--- src/rtl/uc_eng_queue.sv ---
`default_nettype none
// ============================================================================
// Module      : uc_eng_queue
// Description : Engine-side unit-clause queue. Buffers derived unit literals,
//               discards duplicates and illegal literals, presents the oldest
//               literal to the arbiter, pops it on grant and flags conflicts
//               against the arbiter broadcast.
// Revision    : 1.0 - initial release
// ============================================================================
module uc_eng_queue #(
   parameter  int UCQ_SIZE  = 16,
   parameter  int UC_LENGTH = 1024,
   localparam int LIT_W     = $clog2(UC_LENGTH),
   localparam int PTR_W     = $clog2(UCQ_SIZE),
   localparam int CNT_W     = PTR_W + 1
) (
   input  logic                    clk,
   input  logic                    rst_n,
   input  logic                    eng_push,
   input  logic signed [LIT_W-1:0] eng_lit,
   input  logic                    uca_grant,
   input  logic                    uca2eng_valid,
   input  logic signed [LIT_W-1:0] uca2eng,
   input  logic                    flush,
   output logic signed [LIT_W-1:0] eng2uca_min,
   output logic                    eng2uca_valid,
   output logic                    eng2uca_empty,
   output logic                    full,
   output logic [CNT_W-1:0]        count,
   output logic                    conflict,
   output logic                    drop
);

   // Most negative literal: its negation is unrepresentable, so it is illegal.
   localparam logic signed [LIT_W-1:0] C_LIT_MIN = {1'b1, {(LIT_W-1){1'b0}}};

   logic signed [LIT_W-1:0] r_mem [UCQ_SIZE];
   logic [PTR_W-1:0]        r_rp;
   logic [PTR_W-1:0]        r_wp;

   logic signed [LIT_W-1:0] w_neg_lit;
   logic signed [LIT_W-1:0] w_neg_bc;
   logic [UCQ_SIZE-1:0]     w_occ;
   logic [UCQ_SIZE-1:0]     w_hit_dup;
   logic [UCQ_SIZE-1:0]     w_hit_neg;
   logic [UCQ_SIZE-1:0]     w_hit_bc;
   logic                    w_legal;
   logic                    w_dup;
   logic                    w_pop;
   logic                    w_full;
   logic                    w_accept;
   logic                    w_dup_rej;
   logic                    w_conf_set;

   assign w_neg_lit = -eng_lit;
   assign w_neg_bc  = -uca2eng;

   // Per-entry occupancy and literal comparators against the pre-edge contents
   // (a head granted this cycle still counts as occupied).
   for (genvar i = 0; i < UCQ_SIZE; i++) begin : g_match
      logic [PTR_W-1:0] w_off;
      assign w_off        = PTR_W'(i) - r_rp;
      assign w_occ[i]     = ({1'b0, w_off} < count);
      assign w_hit_dup[i] = w_occ[i] && (r_mem[i] == eng_lit);
      assign w_hit_neg[i] = w_occ[i] && (r_mem[i] == w_neg_lit);
      assign w_hit_bc[i]  = w_occ[i] && (r_mem[i] == w_neg_bc);
   end

   assign w_legal   = (eng_lit != '0) && (eng_lit != C_LIT_MIN);
   assign w_dup     = |w_hit_dup;
   assign w_pop     = uca_grant && (count != '0);
   assign w_full    = (count == CNT_W'(UCQ_SIZE));
   // When full, a same-cycle grant frees the slot the push needs.
   assign w_accept  = eng_push && w_legal && !w_dup && (!w_full || uca_grant);
   assign w_dup_rej = eng_push && w_legal && w_dup;

   assign w_conf_set = ((w_accept || w_dup_rej) && (|w_hit_neg))
                     || (uca2eng_valid && (|w_hit_bc))
                     || (eng_push && uca2eng_valid && (eng_lit == w_neg_bc));

   // Head presentation comes only from registered state.
   assign eng2uca_min   = (count != '0) ? r_mem[r_rp] : '0;
   assign eng2uca_valid = (count != '0);
   assign eng2uca_empty = (count == '0);
   assign full          = w_full;

   // Pointers, occupancy, drop pulse and sticky conflict; flush wins over all.
   always_ff @(posedge clk or negedge rst_n) begin
      if (!rst_n) begin
         r_rp     <= '0;
         r_wp     <= '0;
         count    <= '0;
         conflict <= 1'b0;
         drop     <= 1'b0;
      end else if (flush) begin
         r_rp     <= '0;
         r_wp     <= '0;
         count    <= '0;
         conflict <= 1'b0;
         drop     <= 1'b0;
      end else begin
         if (w_pop)
            r_rp <= r_rp + 1'b1;
         if (w_accept)
            r_wp <= r_wp + 1'b1;
         case ({w_accept, w_pop})
            2'b10:   count <= count + 1'b1;
            2'b01:   count <= count - 1'b1;
            default: count <= count;
         endcase
         drop <= eng_push && !w_accept;
         if (w_conf_set)
            conflict <= 1'b1;
      end
   end

   // Literal storage; contents need no reset because occupancy is tracked by count.
   always_ff @(posedge clk) begin
      if (w_accept && !flush)
         r_mem[r_wp] <= eng_lit;
   end

endmodule
`default_nettype wire

--- config.mk ---
export PLATFORM = sky130hd
export DESIGN_NAME = uc_eng_queue
export DESIGN_NICKNAME = d
export VERILOG_FILES = /design/src/rtl/uc_eng_queue.sv
export SDC_FILE = /design/constraint.sdc
export NUM_CORES = 1
export LEC_CHECK = 0
export CORE_MARGIN = 2
export CORE_UTILIZATION = 40
export CTS_CLUSTER_DIAMETER = 60
export CTS_CLUSTER_SIZE = 8
export DETAILED_ROUTE_END_ITERATION = 8
export PLACE_DENSITY = 0.52
export SKIP_CTS_REPAIR_TIMING = 1
export SYNTH_ARGS = -nofsm -noshare
export SYNTH_HDL_FRONTEND = slang
export SYNTH_SLANG_ARGS = --single-unit
--- constraint.sdc ---
create_clock -name clk -period 5.7 [get_ports clk]
set_input_delay 1.14 -clock clk [delete_from_list [all_inputs] [get_ports clk]]
set_output_delay 1.14 -clock clk [all_outputs]
set_load 0.03 [all_outputs]
==> impl_metrics.csv, run 1 <==
group,metric,value,unit
drt,drtIter0Drc,1924,
cells_and_area,finalInstanceArea,0.0181,mm^2
sta,slew_headroom,19.0,%
floorplan,fp.dieH,205,um
global_route,grt_pass1_wl,103000,um
setup_path,max_stage_delay,520,ps
yosys,synth.avg_cell_area,10.8,um^2
cells_and_area,nets,1628,
cells_and_area,syn_to_final_growth,12.3,%
sta,report.final.slew_viol_count,0,
drt,vias_per_cell,6.37,
floorplan,core-area,0.0398,mm^2
sta,rsz0062_at_grt,"no",
cells_and_area,n_fill_cell,3799,
floorplan,die_x,205,um
sta,setup_ws,683,ps
cts,root_buffer,"clkbuf_16",
placed_design,dp_hpwl,55800,um
cts,htree_num_levels,4,
floorplan,dieArea,0.0420,mm^2
sta,fmax,199,MHz
yosys,synthesis.area,0.0162,mm^2
placed_design,post_dp_cell_area,0.0176,mm^2
cells_and_area,layout_commonest_cell,"xnor2_1",
drt,vias,13300,
setup_path,crit_arrival,5430,ps
setup_path,crit_type,"reg2reg",
global_route,grt_pass1_vias,12600,
yosys,netlist_instances,1498,
yosys,synth_warnings,0,
floorplan,initial_core_util,40.6,%
sta,min_period_over_period,88.0,%
drt,drcViolationCount,0,
drt,antenna_left,0,
cts,clkSinkCount,175,
yosys,synth_cell_types,101,
global_route,grtUsageMet2,51.5,%
placed_design,place_ws,403,ps
placed_design,gp_congestion,1.03,
cts,cts_buffer_depth,2,
sta,hold_viol,0,
cts,clk_latency,520,ps
yosys,synthFlopType,"edfxtp_1",
yosys,synth-seq-area-share,32.1,%
setup_path,startpoint_type,"flip-flop",
global_route,gr-usage-all-layers,36.0,%
drt,drt-pass1-iter-count,5,
setup_path,critical_path.cell_chain,"inv_1 > ha_1 > ha_1 > nand2_1 > o21ai_0 > a221o_1 > o22ai_1 > or4_1 > nor3_2 > nand2_1 > nand2_1 > inv_1 > ha_1 > nor2b_1 > o21ai_0 > a21oi_1 > a21oi_1 > mux2_2",
placed_design,io_buffers,45,
global_route,grt.overflow.total,0,
sta,finalClockSkew,17.3,ps
hold_path,hold_depth,2,
cts,cts_tree,"done",
cts,cts_made_buffers,17,
power,cellPowerDensity,290,mW/mm^2
yosys,synth_seq_cells,175,
floorplan,ios,46,
setup_path,slowest_stage,"or4_1",
floorplan,fp-row-count,73,
sta,finalSetupTns,0,ps
global_route,grt_antenna_before_repair,2,
sta,period_needed,5020,ps
yosys,ys_async_sr_fraction,8.57,%
cells_and_area,mostFrequentLayoutCells,"xnor2_1, edfxtp_1, xor2_1, buf_4, nand2_1",
cells_and_area,multi_input_area,0.0103,mm^2
setup_path,cp_max_fo,6,
cells_and_area,final_core_util,45.6,%
setup_path,end_kind,"flip-flop",
global_route,met1_usage,51.2,%
run,maxCapViolCount,0,
sta,setup_viol,0,
yosys,synth_edf_count,160,
global_route,grt_use_met3,8.38,%
drt,wl_per_cell,35.2,um
sta,worst_slew_pin_slew,1210,ps
hold_path,hold_class,"reg2reg",
cts,clk_pin_slew_worst_paths,80,ps
setup_path,cp.required,6110,ps
drt,wl,73700,um
cells_and_area,drive_gt1_share,15.6,%
run_status,status,"complete, no violations",
power,ir_worst_vdd,362,uV
global_route,grt_start_max_net_pins,35,
yosys,synth_nets,1570,
cells_and_area,seq_area,0.00518,mm^2
power,p_leak,0.00650,uW
setup_path,r2r_cells,18,
global_route,grt.busiest_layer,"met2",
==> where the power goes <==
group	switching (uW)	total [uW]	internal [uW]	leakage, uW
sequential	62.7	1500	1440	0.00164
clock	610	1190	577	0.000276
combinational	1600	2570	966	0.00459
total	2270	5260	2980	0.00650
==> critical path: cells and delay by family (launching register included) <==
kind            cells  cell delay, ps
fa+ha+maj           3             950
simple gates        6            1370
compound gates      6            1540
mux                 1             350
flops               1             420
buf+inv             2             300
==> area by class of cell <==
| cell class | instances | area share, % |
|---|---|---|
| Clock inverter | 15 | 0.800 |
| Multi-Input combinational cell | 1159 | 56.6 |
| Sequential cell | 175 | 28.6 |
| Tap cell | 525 | 3.62 |
| Timing Repair Buffer | 150 | 6.90 |
| Inverter | 53 | 1.10 |
| Clock buffer | 17 | 2.34 |
| Antenna cell | 2 | 0.0276 |
==> kinds of logic after synthesis <==
group                    count (synthesis)  synth area share (%)
XOR/XNOR                               465                  28.7
AND/OR/NAND/NOR                        370                  13.5
AO/OA/AOI/OAI                          218                  9.77
flip-flops                             175                  32.1
buffers and inverters                  164                  4.70
multiplexers                            60                  7.63
adder cells (fa/ha/maj)                 46                  3.61
==> Yosys cell counts (9+ instances only) <==
cell type,count,area (um^2)
a21oi_1,43,215
inv_1,50,188
xnor3_1,34,766
ha_1,45,563
xor2_1,154,1350
buf_4,17,128
nand2_1,69,259
mux4_2,50,1130
and3_1,24,150
o21ai_0,29,145
o211ai_1,17,128
o22ai_1,9,56.3
nor4_1,28,175
nor3_1,33,165
buf_2,32,160
dfrtp_1,15,375
buf_1,16,60.1
nor2b_1,13,81.3
clkbuf_1,39,146
and2_1,14,87.6
edfxtp_1,160,4800
o2111ai_1,11,96.3
nand3_1,33,165
nand4_1,30,188
nor2_1,54,203
xnor2_1,266,2330
==> per-layer routing <==
layer / share of wire (%) / wire, um / vias to the layer above
met1: 43 / 31500 / 6717
met3: 10 / 7490 / 170
li1: - / - / 5610
met2: 42 / 31100 / 847
met4: 4.9 / 3620 / 0
met5: 0 / 0 / -
==> flip-flops by register name, indices dropped and copies added, names as in the netlist <==
signal and cells:
r_mem 160, r_rp 4, conflict 1, r_wp 4, drop 1, count 5
==> final timing paths <==
check / from / to / slack, ps
worst max-delay path: r_rp[1] / count[4] / 680
worst min-delay path: r_wp[0] / r_wp[0] / 630
worst max register to register: r_rp[1] / count[4] / 680
worst min register to register: r_wp[0] / r_wp[0] / 630
max in group asynchronous: rst_n / r_rp[1] / 3980
min in group asynchronous: rst_n / r_rp[0] / 1120
==> through the flow <==
step | hold slack [ps] | std cells | power (uW)
floorplan | 551 | 1498 | 3060
CTS | 634 | 2094 | 5250
global placement | 605 | 2062 | 4020
global route | 662 | 2094 | 5470
finish | 629 | 2096 | 5260
detailed placement | 609 | 2062 | 4040
Note: power is estimated with default switching activity, not from simulation.
==> run 2: changes to the inputs <==
--- a/config.mk
+++ b/config.mk
@@ -5,6 +5,7 @@
 export SDC_FILE = /design/constraint.sdc
 export NUM_CORES = 1
 export LEC_CHECK = 0
+export ABC_AREA = 1
 export CORE_MARGIN = 2
 export CORE_UTILIZATION = 40
 export CTS_CLUSTER_DIAMETER = 60
==> impl_metrics.csv, run 2 <==
group,metric,value,unit
run_status,status,"complete, no violations",
drt,vias,17500,
hold_path,hold_class,"reg2reg",
yosys,synthesis.area,0.0167,mm^2
setup_path,max_stage_delay,800,ps
yosys,synth_nets,2582,
yosys,synth_area_leader_cell,"edfxtp_1",
sta,finalClockSkew,18.5,ps
yosys,synth_warnings,0,
sta,fmax,205,MHz
setup_path,reg2reg_slack,950,ps
sta,setup_ws,831,ps
cells_and_area,layout_commonest_cell,"nand2_1",
setup_path,cp_max_fo,12,
placed_design,gp_congestion,0.995,
global_route,grt_start_max_net_pins,88,
drt,wl,77600,um
setup_path,r2r-start,"r_rp[2]",
setup_path,critPathTopFamily,"compound AO/OA/AOI/OAI gates",
cts,htree_num_levels,4,
sta,rsz0062_at_grt,"no",
setup_path,cp.required,4560,ps
global_route,grt_pass1_vias,16400,
cts,cts_made_buffers,17,
cts,clk_latency,520,ps
cts,cts_tree,"done",
cells_and_area,syn_to_final_growth,10.9,%
power,power,5730,uW
setup_path,end_kind,"output pin",
yosys,synth_cell_types,46,
drt,drtIter0Drc,1829,
setup_path,critPathLaunch,"r_rp[3]",
drt,wl_per_cell,25.1,um
setup_path,critical_path.cell_chain,"nor2_1 > a21boi_0 > o41a_1 > clkdlybuf4s50_1",
power,cellPowerDensity,310,mW/mm^2
placed_design,dp_hpwl,59900,um
run,maxCapViolCount,0,
global_route,grt_antenna_before_repair,0,
yosys,synth.most_common_cell,"nand2_1",
floorplan,die_x,208,um
yosys,synth_edf_count,160,
sta,report.final.slew_viol_count,0,
cells_and_area,drive_gt1_share,6.79,%
floorplan,initial_core_util,40.6,%
yosys,synth-seq-area-share,31.1,%
yosys,synthFlopType,"edfxtp_1",
setup_path,r2r_cells,27,
cells_and_area,mostFrequentLayoutCells,"nand2_1, nor2_1, inv_1, nand3_1, edfxtp_1",
floorplan,fp.dieH,208,um
cells_and_area,fin_cells,3096,
global_route,grt_pass1_wl,111000,um
cells_and_area,nets,2622,
drt,drcViolationCount,0,
yosys,ys_async_sr_fraction,8.57,%
cts,root_buffer,"clkbuf_16",
global_route,gr-usage-all-layers,35.9,%
floorplan,ios,46,
sta,finalSetupTns,0,ps
setup_path,r2r_end,"count[4]",
setup_path,crit_type,"reg2out",
floorplan,fp-row-count,74,
setup_path,slowest_stage,"nor2_1",
yosys,synthTopCellsByArea,"edfxtp_1, nand2_1, nand3_1",
yosys,synth_top_area_share,28.8,%
global_route,grt.overflow.total,0,
yosys,synth_seq_cells,175,
floorplan,core-area,0.0410,mm^2
yosys,synth.avg_cell_area,6.64,um^2
placed_design,dp_cells,3063,
drt,vias_per_cell,5.64,
hold_path,hold_depth,2,
yosys,netlist_instances,2510,
cells_and_area,reg_top3,"r_mem x160, count x5",
setup_path,worst-path-buf-inv,1,
setup_path,crit_arrival,3730,ps
hold_path,hold_end,"r_rp[0]",
sta,hold_viol,0,
power,p_leak,0.00859,uW
setup_path,startpoint_type,"flip-flop",
power,ir_worst_vdd,233,uV
cts,clkSinkCount,175,
cts,cts_buffer_depth,2,
cts,clk_pin_slew_worst_paths,80,ps
placed_design,place_ws,828,ps
sta,setup_viol,0,
sta,period_needed,4870,ps
sta,worst_slew_pin_slew,929,ps
drt,drt-pass1-iter-count,5,
hold_path,hp-start,"r_rp[0]",
yosys,synth_common_cells,"nand2_1, nor2_1, inv_1",
drt,antenna_left,0,
cells_and_area,largest_reg_flops,160,
floorplan,dieArea,0.0433,mm^2
sta,slew_headroom,37.8,%
sta,min_period_over_period,85.4,%
placed_design,io_buffers,45,
cells_and_area,regMostFlops,"r_mem",
==> run 2: cells by family (layout without fill, tap and decap cells) <==
| group | Yosys count | in the layout | synth area share, % |
|---|---|---|---|
| AND/OR/NAND/NOR | 1433 | 1433 | 36.0 |
| buffers and inverters | 381 | 434 | 9.62 |
| AO/OA/AOI/OAI | 264 | 264 | 8.57 |
| XOR/XNOR | 211 | 211 | 11.2 |
| flip-flops | 175 | 175 | 31.1 |
| adder cells (fa/ha/maj) | 46 | 46 | 3.50 |
| other | 0 | 1 | 0 |
==> run 2: layer usage <==
metal | global-route usage (%) | part of all wire [%] | vias to the layer above
li1 | - | - | 8123
met4 | 22.3 | 6.5 | 0
met5 | 0 | 0 | -
met3 | 7.35 | 8.2 | 199
met1 | 45.0 | 40 | 8318
met2 | 56.6 | 45 | 823
==> run 2: layout make-up <==
type | count | area (um^2)
clock buffers | 17 | 425
inverters | 278 | 1040
fillers | 4231 | 22500
flip-flops and latches | 175 | 5180
multi-input cells | 1954 | 9940
well taps | 532 | 666
diodes | 1 | 2.50
clock inverters | 15 | 136
repair buffers | 124 | 1080
==> run 2: tightest hold or removal path, cell delays in order, from the launching register on <==
cell and delay (ps):
dfrtp_2 400, nor2_1 60, nor3_1 110
==> run 2: worst max path at each step <==
stage / endpoint / slack (ps) / cells past startpoint
after detailed placement: conflict / 830 / 19
after floorplan: r_mem[10][0] / 1580 / 22
final: eng2uca_min[2] / 830 / 4
after global placement: count[4] / 830 / 23
after CTS: eng2uca_min[4] / 930 / 4
after global routing: count[4] / 610 / 27
==> run 2: metrics by stage <==
| step | hold slack [ps] | instance area (um^2) | utilization [%] |
|---|---|---|---|
| floorplan | 575 | 16700 | - |
| global placement | 607 | 17900 | 43.7 |
| detailed placement | 602 | 17900 | 43.7 |
| CTS | 622 | 18500 | 45.0 |
| global route | 652 | 18500 | 45.0 |
| finish | 618 | 18500 | 45.0 |
==> run 2: report_power, final <==
part	internal (uW)	total, uW	switching (uW)
sequential	1430	1490	55.0
combinational	870	3020	2150
clock	605	1210	609
